<file path="config.mk">
export PLATFORM = sky130hd
export DESIGN_NAME = frame_ram_mc_flat
export DESIGN_NICKNAME = d
export VERILOG_FILES = /design/src/rtl/frame_ram_pkg.sv /design/src/rtl/frame_ram_mc_if.sv /design/src/rtl/frame_ram_clear_seq.sv /design/src/rtl/frame_ram_mc.sv /design/src/flat_wrapper.sv
export SDC_FILE = /design/constraint.sdc
export NUM_CORES = 2
export LEC_CHECK = 0
export BUFFER_PORTS_ARGS = -buffer_cell sky130_fd_sc_hd__buf_4
export CAP_MARGIN = 15
export CELL_PAD_IN_SITES_DETAIL_PLACEMENT = 1
export CELL_PAD_IN_SITES_GLOBAL_PLACEMENT = 1
export CORE_UTILIZATION = 35
export DETAILED_ROUTE_END_ITERATION = 7
export MAX_ROUTING_LAYER = met4
export PLACE_DENSITY_LB_ADDON = 0.1
export SLEW_MARGIN = 40
export SYNTH_ARGS = -nofsm -noshare
export SYNTH_HDL_FRONTEND = slang
export SYNTH_SLANG_ARGS = --single-unit
</file>
<file path="constraint.sdc">
create_clock -name i_clk -period 7.1 [get_ports i_clk]
set_input_delay 0.355 -clock i_clk [delete_from_list [all_inputs] [get_ports i_clk]]
set_output_delay 0.355 -clock i_clk [all_outputs]
set_load 0.05 [all_outputs]
</file>
<file path="src/rtl/frame_ram_pkg.sv">
// frame_ram_pkg: shared types and helpers for the frame RAM.
// Holds the clear-engine state encoding and the per-channel merge used
// by both the write path and the read-during-write bypass.
package frame_ram_pkg;

    localparam int DATA_W_DEF   = 24;
    localparam int CHANNELS_DEF = 3;

    // Widest word / most channels the merge helper can handle.
    localparam int MERGE_MAX_W  = 256;
    localparam int MERGE_MAX_CH = 32;

    typedef enum logic [0:0] {
        CLR_IDLE = 1'b0,
        CLR_RUN  = 1'b1
    } clr_state_t;

    // Take channel c from new_word when mask[c] is set, otherwise keep
    // old_word. Channel c occupies bits [c*cw +: cw].
    function automatic logic [MERGE_MAX_W-1:0] chan_merge(
        input logic [MERGE_MAX_W-1:0]  old_word,
        input logic [MERGE_MAX_W-1:0]  new_word,
        input logic [MERGE_MAX_CH-1:0] mask,
        input int                      cw
    );
        logic [MERGE_MAX_W-1:0] res;
        int                     ch;
        res = old_word;
        for (int b = 0; b < MERGE_MAX_W; b++) begin
            ch = b / cw;
            if (ch < MERGE_MAX_CH) begin
                if (mask[ch[4:0]]) begin
                    res[b] = new_word[b];
                end
            end
        end
        return res;
    endfunction

endpackage

</file>
<file path="src/rtl/frame_ram_mc_if.sv">
// frame_ram_mc_if: write port, read port and clear control of the frame RAM.
// master = rasteriser / scan-out side, slave = the RAM.
interface frame_ram_mc_if #(
    parameter int DATA_W   = frame_ram_pkg::DATA_W_DEF,
    parameter int CHANNELS = frame_ram_pkg::CHANNELS_DEF,
    parameter int ADDR_W   = 7
);
    logic                wr_en;
    logic [ADDR_W-1:0]   wr_addr;
    logic [DATA_W-1:0]   wr_data;
    logic [CHANNELS-1:0] wr_mask;
    logic                wr_ready;
    logic                rd_en;
    logic [ADDR_W-1:0]   rd_addr;
    logic [DATA_W-1:0]   rd_data;
    logic                rd_valid;
    logic                clear_req;
    logic                clear_busy;

    modport master (
        output wr_en, wr_addr, wr_data, wr_mask, rd_en, rd_addr, clear_req,
        input  wr_ready, rd_data, rd_valid, clear_busy
    );

    modport slave (
        input  wr_en, wr_addr, wr_data, wr_mask, rd_en, rd_addr, clear_req,
        output wr_ready, rd_data, rd_valid, clear_busy
    );
endinterface

</file>
<file path="src/rtl/frame_ram_clear_seq.sv">
// frame_ram_clear_seq: memory clear sweep.
//
//   state    | meaning
//   ---------+-------------------------------------------------------
//   CLR_RUN  | sweeping: CLEAR_VAL written to address r_cnt each cycle
//   CLR_IDLE | memory available to the normal write port
//
// Reset parks the engine in CLR_RUN at address 0, so a sweep starts on the
// first cycle after release. o_clr_we steers the RAM write port to the sweep.
module frame_ram_clear_seq
    import frame_ram_pkg::*;
#(
    parameter int ADDR_W = 7,
    parameter int DEPTH  = 128
) (
    input  logic              i_clk,
    input  logic              i_rst,
    input  logic              i_clear_req,
    output logic              o_clear_busy,
    output logic              o_clr_we,
    output logic [ADDR_W-1:0] o_clr_addr
);

    localparam logic [0:0]        ST_IDLE = CLR_IDLE;
    localparam logic [0:0]        ST_RUN  = CLR_RUN;
    localparam logic [ADDR_W-1:0] LAST    = ADDR_W'(DEPTH - 1);

    logic [0:0]        r_state;
    logic [ADDR_W-1:0] r_cnt;
    logic              w_running;

    assign w_running = (r_state == ST_RUN);

    // Clear FSM and sweep address counter.
    always_ff @(posedge i_clk) begin
        if (i_rst) begin
            r_state <= ST_RUN;
            r_cnt   <= '0;
        end else begin
            case (r_state)
                ST_RUN: begin
                    if (r_cnt == LAST) begin
                        r_state <= ST_IDLE;
                        r_cnt   <= '0;
                    end else begin
                        r_cnt <= r_cnt + 1'b1;
                    end
                end
                ST_IDLE: begin
                    if (i_clear_req) begin
                        r_state <= ST_RUN;
                        r_cnt   <= '0;
                    end
                end
                default: begin
                    r_state <= ST_IDLE;
                    r_cnt   <= '0;
                end
            endcase
        end
    end

    // Busy covers the reset itself; the sweep never writes while in reset.
    assign o_clear_busy = i_rst | w_running;
    assign o_clr_we     = w_running & ~i_rst;
    assign o_clr_addr   = r_cnt;

endmodule

</file>
<file path="src/rtl/frame_ram_mc.sv">
// frame_ram_mc: pixel RAM between rasteriser writes and scan-out reads.
// Per-channel write mask, selectable read-during-write policy, read-valid
// handshake and an automatic clear sweep after reset / on clear_req.
// Build option FRAME_RAM_OUTREG_EN adds an output register (read latency 2).
module frame_ram_mc
    import frame_ram_pkg::*;
#(
    parameter int                DATA_W    = DATA_W_DEF,
    parameter int                CHANNELS  = CHANNELS_DEF,
    parameter int                ADDR_W    = 7,
    parameter int                DEPTH     = 128,
    parameter int                RDW_MODE  = 0,
    parameter logic [DATA_W-1:0] CLEAR_VAL = '0
) (
    input  logic          i_clk,
    input  logic          i_rst,
    frame_ram_mc_if.slave io_bus
);

    localparam int                CW      = DATA_W / CHANNELS;
    localparam logic [ADDR_W:0]   DEPTH_W = (ADDR_W + 1)'(DEPTH);

    if ((DATA_W % CHANNELS) != 0 || DEPTH < 1 || DEPTH > (1 << ADDR_W) ||
        DATA_W > MERGE_MAX_W || CHANNELS > MERGE_MAX_CH) begin : g_bad_params
        $error("frame_ram_mc: illegal DATA_W/CHANNELS/DEPTH/ADDR_W combination");
    end

    logic [DATA_W-1:0] r_mem [DEPTH];

    logic              w_clear_busy;
    logic              w_clr_we;
    logic [ADDR_W-1:0] w_clr_addr;

    logic              w_wr_in_range;
    logic              w_rd_in_range;
    logic [ADDR_W-1:0] w_wr_idx;
    logic [ADDR_W-1:0] w_rd_idx;
    logic              w_wr_fire;
    logic              w_rdw_hit;
    logic [DATA_W-1:0] w_wr_old;
    logic [DATA_W-1:0] w_wr_merged;
    logic [DATA_W-1:0] w_rd_word;
    logic [DATA_W-1:0] w_rdw_merged;
    logic [DATA_W-1:0] w_rd_next;

    logic [DATA_W-1:0] r_rd_data;
    logic              r_rd_valid;

    frame_ram_clear_seq #(
        .ADDR_W (ADDR_W),
        .DEPTH  (DEPTH)
    ) u_clear_seq (
        .i_clk        (i_clk),
        .i_rst        (i_rst),
        .i_clear_req  (io_bus.clear_req),
        .o_clear_busy (w_clear_busy),
        .o_clr_we     (w_clr_we),
        .o_clr_addr   (w_clr_addr)
    );

    assign w_wr_in_range = ({1'b0, io_bus.wr_addr} < DEPTH_W);
    assign w_rd_in_range = ({1'b0, io_bus.rd_addr} < DEPTH_W);
    // Out-of-range addresses never touch the array; park the index at 0.
    assign w_wr_idx      = w_wr_in_range ? io_bus.wr_addr : '0;
    assign w_rd_idx      = w_rd_in_range ? io_bus.rd_addr : '0;

    assign w_wr_fire = io_bus.wr_en & ~w_clear_busy & w_wr_in_range &
                       (|io_bus.wr_mask);
    assign w_rdw_hit = w_wr_fire & (io_bus.rd_addr == io_bus.wr_addr);

    assign w_wr_old  = r_mem[w_wr_idx];
    assign w_rd_word = r_mem[w_rd_idx];

    assign w_wr_merged  = DATA_W'(chan_merge(MERGE_MAX_W'(w_wr_old),
                                             MERGE_MAX_W'(io_bus.wr_data),
                                             MERGE_MAX_CH'(io_bus.wr_mask), CW));
    assign w_rdw_merged = DATA_W'(chan_merge(MERGE_MAX_W'(w_rd_word),
                                             MERGE_MAX_W'(io_bus.wr_data),
                                             MERGE_MAX_CH'(io_bus.wr_mask), CW));

    // Memory write port: the clear sweep has priority over normal writes.
    always_ff @(posedge i_clk) begin
        if (w_clr_we) begin
            r_mem[w_clr_addr] <= CLEAR_VAL;
        end else if (w_wr_fire) begin
            r_mem[w_wr_idx] <= w_wr_merged;
        end
    end

    // Read data selection: clear value while busy or out of range, else the
    // array word, optionally bypassed with the same-cycle merged write.
    always_comb begin
        w_rd_next = w_rd_word;
        if (w_clear_busy || !w_rd_in_range) begin
            w_rd_next = CLEAR_VAL;
        end else if (RDW_MODE == 1 && w_rdw_hit) begin
            w_rd_next = w_rdw_merged;
        end
    end

    // First read stage: capture the word and flag it valid for one cycle.
    always_ff @(posedge i_clk) begin
        if (i_rst) begin
            r_rd_data  <= '0;
            r_rd_valid <= 1'b0;
        end else begin
            r_rd_valid <= io_bus.rd_en;
            if (io_bus.rd_en) begin
                r_rd_data <= w_rd_next;
            end
        end
    end

`ifdef FRAME_RAM_OUTREG_EN
    logic [DATA_W-1:0] r_rd_data_q;
    logic              r_rd_valid_q;

    // Output register stage: data and valid move together.
    always_ff @(posedge i_clk) begin
        if (i_rst) begin
            r_rd_data_q  <= '0;
            r_rd_valid_q <= 1'b0;
        end else begin
            r_rd_valid_q <= r_rd_valid;
            if (r_rd_valid) begin
                r_rd_data_q <= r_rd_data;
            end
        end
    end

    assign io_bus.rd_data  = r_rd_data_q;
    assign io_bus.rd_valid = r_rd_valid_q;
`else
    assign io_bus.rd_data  = r_rd_data;
    assign io_bus.rd_valid = r_rd_valid;
`endif

    assign io_bus.wr_ready   = ~w_clear_busy;
    assign io_bus.clear_busy = w_clear_busy;

endmodule

</file>
<file path="src/flat_wrapper.sv">
// flat-port wrapper written by rule: the top's interface ports become plain ports
module frame_ram_mc_flat import frame_ram_pkg::*;
#(
    parameter int                DATA_W    = DATA_W_DEF,
    parameter int                CHANNELS  = CHANNELS_DEF,
    parameter int                ADDR_W    = 7,
    parameter int                DEPTH     = 128,
    parameter int                RDW_MODE  = 0,
    parameter logic [DATA_W-1:0] CLEAR_VAL = '0
)
  (i_clk, i_rst, io_bus_wr_en, io_bus_wr_addr, io_bus_wr_data, io_bus_wr_mask, io_bus_rd_en, io_bus_rd_addr, io_bus_clear_req, io_bus_wr_ready, io_bus_rd_data, io_bus_rd_valid, io_bus_clear_busy);
  frame_ram_mc_if #(.DATA_W(DATA_W), .CHANNELS(CHANNELS), .ADDR_W(ADDR_W)) io_bus_i ();
  input  logic i_clk;
  input  logic i_rst;
  input wire logic [$bits(io_bus_i.wr_en)-1:0] io_bus_wr_en;
  input wire logic [$bits(io_bus_i.wr_addr)-1:0] io_bus_wr_addr;
  input wire logic [$bits(io_bus_i.wr_data)-1:0] io_bus_wr_data;
  input wire logic [$bits(io_bus_i.wr_mask)-1:0] io_bus_wr_mask;
  input wire logic [$bits(io_bus_i.rd_en)-1:0] io_bus_rd_en;
  input wire logic [$bits(io_bus_i.rd_addr)-1:0] io_bus_rd_addr;
  input wire logic [$bits(io_bus_i.clear_req)-1:0] io_bus_clear_req;
  output wire logic [$bits(io_bus_i.wr_ready)-1:0] io_bus_wr_ready;
  output wire logic [$bits(io_bus_i.rd_data)-1:0] io_bus_rd_data;
  output wire logic [$bits(io_bus_i.rd_valid)-1:0] io_bus_rd_valid;
  output wire logic [$bits(io_bus_i.clear_busy)-1:0] io_bus_clear_busy;
  assign io_bus_i.wr_en = io_bus_wr_en;
  assign io_bus_i.wr_addr = io_bus_wr_addr;
  assign io_bus_i.wr_data = io_bus_wr_data;
  assign io_bus_i.wr_mask = io_bus_wr_mask;
  assign io_bus_i.rd_en = io_bus_rd_en;
  assign io_bus_i.rd_addr = io_bus_rd_addr;
  assign io_bus_i.clear_req = io_bus_clear_req;
  assign io_bus_wr_ready = io_bus_i.wr_ready;
  assign io_bus_rd_data = io_bus_i.rd_data;
  assign io_bus_rd_valid = io_bus_i.rd_valid;
  assign io_bus_clear_busy = io_bus_i.clear_busy;
  frame_ram_mc #(.DATA_W(DATA_W), .CHANNELS(CHANNELS), .ADDR_W(ADDR_W), .DEPTH(DEPTH), .RDW_MODE(RDW_MODE), .CLEAR_VAL(CLEAR_VAL)) u_core (.i_clk(i_clk), .i_rst(i_rst), .io_bus(io_bus_i));
endmodule
</file>
==> metrics.txt <==
# TYPE chip_impl_metric gauge
chip_impl_info{name="highest_count_cells_in_the_layout_ignoring_fill_and_taps",value="sky130_fd_sc_hd__edfxtp_1, sky130_fd_sc_hd__mux2i_1, sky130_fd_sc_hd__mux4_2"} 1
chip_impl_metric{name="synth_async_reset_ratio",unit="%"} 0
chip_impl_metric{name="synth-edff-count",unit=""} 3072
chip_impl_metric{name="power.ir.vdd_worst",unit="mV"} 0.190
chip_impl_metric{name="synth.cell_area",unit="um^2"} 121000
chip_impl_metric{name="cts_stage_hold_buffer_count",unit=""} 9
chip_impl_metric{name="route.vias.total",unit=""} 61000
chip_impl_info{name="cp-end-kind",value="flip-flop"} 1
chip_impl_metric{name="hold_violations",unit=""} 0
chip_impl_metric{name="synthesis.yosys.warnings",unit=""} 0
chip_impl_metric{name="cts_repair_resize_count",unit=""} 0
chip_impl_metric{name="htree_num_levels",unit=""} 5
chip_impl_metric{name="totalNegativeSetupSlack",unit="ns"} 0
chip_impl_metric{name="synth_seq_cells",unit=""} 3105
chip_impl_metric{name="synth_mux_area_share",unit="%"} 13.8
chip_impl_metric{name="antenna_found_initial",unit=""} 25
chip_impl_metric{name="compound_cell_area_share_of_the_yosys_netlist",unit="%"} 4.20
chip_impl_metric{name="pin_count_of_the_biggest_net_entering_global_routing",unit=""} 129
chip_impl_metric{name="cts_setup_buffers",unit=""} 0
chip_impl_metric{name="chipWidth",unit="um"} 589
chip_impl_metric{name="finalNonFillerCells",unit=""} 11200
chip_impl_info{name="r2r-start",value="u_core.u_clear_seq.r_state$_SDFF_PP1_"} 1
chip_impl_metric{name="p_leak",unit="nW"} 45.2
chip_impl_metric{name="rows",unit=""} 215
chip_impl_metric{name="avgSynthCellArea",unit="um^2"} 19.8
chip_impl_metric{name="tritoncts.num_buffers",unit=""} 345
chip_impl_metric{name="die_area",unit="um^2"} 347000
chip_impl_info{name="start_point_of_the_critical_path",value="u_core.u_clear_seq.r_state$_SDFF_PP1_"} 1
chip_impl_metric{name="dp_cells",unit=""} 10500
chip_impl_metric{name="finalCriticalPeriod",unit="ns"} 4.10
chip_impl_metric{name="report.final.slew_viol_count",unit=""} 0
chip_impl_info{name="main_combinational_cell_family_by_area_after_synthesis",value="multiplexers"} 1
chip_impl_info{name="start_kind",value="flip-flop"} 1
chip_impl_metric{name="clk_pin_slew_worst_paths",unit="ns"} 0.06
chip_impl_info{name="rsz0062_at_grt",value="no"} 1
chip_impl_metric{name="dp_hpwl",unit="um"} 247000
chip_impl_metric{name="synth_cells",unit=""} 6108
chip_impl_metric{name="setup_violations",unit=""} 0
chip_impl_metric{name="synth.yosys.seq_area_share",unit="%"} 77.0
chip_impl_metric{name="timing.critical_path.required",unit="ns"} 7.65
chip_impl_metric{name="layout.nets",unit=""} 6394
chip_impl_info{name="tritoncts",value="built"} 1
chip_impl_metric{name="cts_buffer_depth",unit=""} 4
chip_impl_metric{name="tightestPinTransition",unit="ns"} 0.921
chip_impl_metric{name="grt_usage",unit="%"} 22.6
chip_impl_metric{name="post_synth_xor_area_fraction",unit="%"} 0
chip_impl_metric{name="power-per-cell-area",unit="nW/um^2"} 283
chip_impl_info{name="run_status",value="finished, final reports clean"} 1
chip_impl_metric{name="num_io_pins",unit=""} 73
chip_impl_metric{name="timing.final.crit_share",unit="%"} 57.7
chip_impl_metric{name="grt_first_pass_wirelength",unit="um"} 532000
chip_impl_metric{name="maxSlewHeadroom",unit="%"} 38.6
chip_impl_metric{name="final_layout_size_suffix_gt1_share",unit="%"} 22.3
chip_impl_metric{name="worst_path_arrival_time",unit="ns"} 4.65
chip_impl_metric{name="core_area",unit="um^2"} 343000
chip_impl_metric{name="synthAdderAreaFrac",unit="%"} 0.0104
chip_impl_metric{name="wire_length_reported_by_the_detailed_router",unit="um"} 384000
chip_impl_metric{name="gp_routability_congestion",unit=""} 0.817
chip_impl_metric{name="antenna_left",unit=""} 0
chip_impl_info{name="synth_top_flop_cell",value="sky130_fd_sc_hd__edfxtp_1"} 1
chip_impl_metric{name="place.port_buffers",unit=""} 72
chip_impl_info{name="final_common_cell",value="sky130_fd_sc_hd__edfxtp_1"} 1
chip_impl_metric{name="areaGrowthSynthToFinish",unit="%"} 15.1
chip_impl_metric{name="max_cap_viol",unit=""} 0
chip_impl_metric{name="wl_per_cell",unit="um"} 34.3
chip_impl_info{name="critical_path_class",value="reg -> reg"} 1
chip_impl_metric{name="detailedRoute.firstIterationViolations",unit=""} 5388
chip_impl_metric{name="yosysUniqueCellTypes",unit=""} 72
chip_impl_metric{name="die_span_y",unit="um"} 589
chip_impl_metric{name="clock_skew",unit="ns"} 0.0347
chip_impl_metric{name="max_clock_freq",unit="MHz"} 244
chip_impl_metric{name="drt_pass1_iterations",unit=""} 5
chip_impl_metric{name="share_of_synthesized_cell_area_in_and_or_nand_and_nor_gates",unit="%"} 3.23
chip_impl_metric{name="floorplan.initialDensity",unit="%"} 35.2
chip_impl_metric{name="critical_path.max_fanout",unit=""} 50
chip_impl_info{name="clock_root_buffer_master",value="sky130_fd_sc_hd__clkbuf_16"} 1
chip_impl_metric{name="grt-ovfl-total",unit=""} 0
chip_impl_info{name="timing.hold.worst.start",value="io_bus_wr_data[5]"} 1
chip_impl_metric{name="drc_errors",unit=""} 0
chip_impl_metric{name="first_global_vias",unit=""} 64100
chip_impl_metric{name="insertion_delay",unit="ns"} 0.95
chip_impl_metric{name="synthesis.nets",unit=""} 6155
chip_impl_info{name="hold_path_class",value="in -> reg"} 1
chip_impl_metric{name="viasPerCell",unit=""} 5.45
chip_impl_metric{name="cts.sink_count",unit=""} 3105
cell type report:
| type | count | area [um^2] |
|---|---|---|
| inverter | 9 | 33.8 |
| multi-input combinational | 2610 | 26500 |
| antenna | 8 | 20.0 |
| tap | 4557 | 5700 |
| clock buffer | 425 | 9240 |
| clock inverter | 199 | 1970 |
| sequential | 3105 | 92900 |
| timing repair buffer | 276 | 2630 |
| fill | 32300 | 204000 |
through the flow:
stage               setup slack (ns)  total power [mW]  cell area (um^2)  util [%]  hold WS [ns]
floorplan                       3.26              21.1            121000         -         0.480
global placement                2.85              21.7            127000      37.0         0.633
detailed placement              2.92              21.7            127000      37.1         0.644
CTS                             3.01              39.7            139000      40.4       0.00482
global route                    2.82              40.3            139000      40.5        0.0398
finish                          3.00              39.3            139000      40.5        0.0573
cells by family (layout without fill, tap and decap cells):
| kind of cell | after synthesis | in the layout |
|---|---|---|
| simple gates | 849 | 849 |
| compound gates | 696 | 696 |
| fa+ha+maj | 1 | 1 |
| flops | 3105 | 3105 |
| other cells | 0 | 8 |
| mux | 1064 | 1064 |
| buf+inv | 393 | 909 |
sequential cells by signal, summed over array words and instances (netlist names):
name	count
u_core.r_mem	3072
u_core.io_bus.rd_data	24
u_core.u_clear_seq.o_clr_addr	7
u_core.io_bus.rd_valid	1
u_core.u_clear_seq.r_state	1
routing by layer:
layer / GRT usage (%) / wire length, um / vias up
li1: - / - / 25700
met1: 30.7 / 171000 / 33300
met2: 36.5 / 187000 / 1564
met3: 2.39 / 16300 / 466
met4: 5.56 / 9770 / 0
met5: - / 0 / -
Yosys cell counts, drive strengths merged (23+ instances only):
master	number	share of area, %
and2	29	0.15
mux4	483	9.0
mux2i	580	4.8
nand2	87	0.30
a21oi	131	0.54
a22oi	305	1.9
dfxtp	33	0.55
a221oi	29	0.26
nor2	462	1.5
nand2b	26	0.13
o22ai	86	0.45
edfxtp	3072	76
clkbuf	125	0.39
nand3	94	0.39
buf	259	1.3
and3	23	0.12
a41oi	30	0.22
nor3	55	0.24
power breakdown:
part / leakage (nW) / switching (mW) / total, mW / internal (mW)
clock: 5.50 / 7.43 / 18.0 / 10.6
combinational: 10.8 / 0.906 / 1.44 / 0.530
sequential: 28.9 / 0.0116 / 19.9 / 19.9
worst max-delay path, cell delays in order (launching register included):
cell and delay (ns):
sky130_fd_sc_hd__dfxtp_1 0.76, sky130_fd_sc_hd__nor2_4 0.11, sky130_fd_sc_hd__o311a_2 0.16, sky130_fd_sc_hd__buf_4 0.32
sky130_fd_sc_hd__nor4b_1 0.54, sky130_fd_sc_hd__a31oi_4 0.25, sky130_fd_sc_hd__nand2b_2 0.74, sky130_fd_sc_hd__nor2_1 0.78
final timing paths:
check                                                                endpoint  slack [ns]  cells past startpoint
worst max-delay path                           u_core.r_mem[90][12]$_DFFE_PP_        3.00                      7
worst min-delay path                           u_core.r_mem[124][5]$_DFFE_PP_        0.06                      2
worst max register to register                 u_core.r_mem[90][12]$_DFFE_PP_        3.00                      7
worst min register to register  u_core.u_clear_seq.o_clr_addr[3]$_SDFFE_PP0P_        0.66                      2
Note: power is estimated with default switching activity, not from simulation.
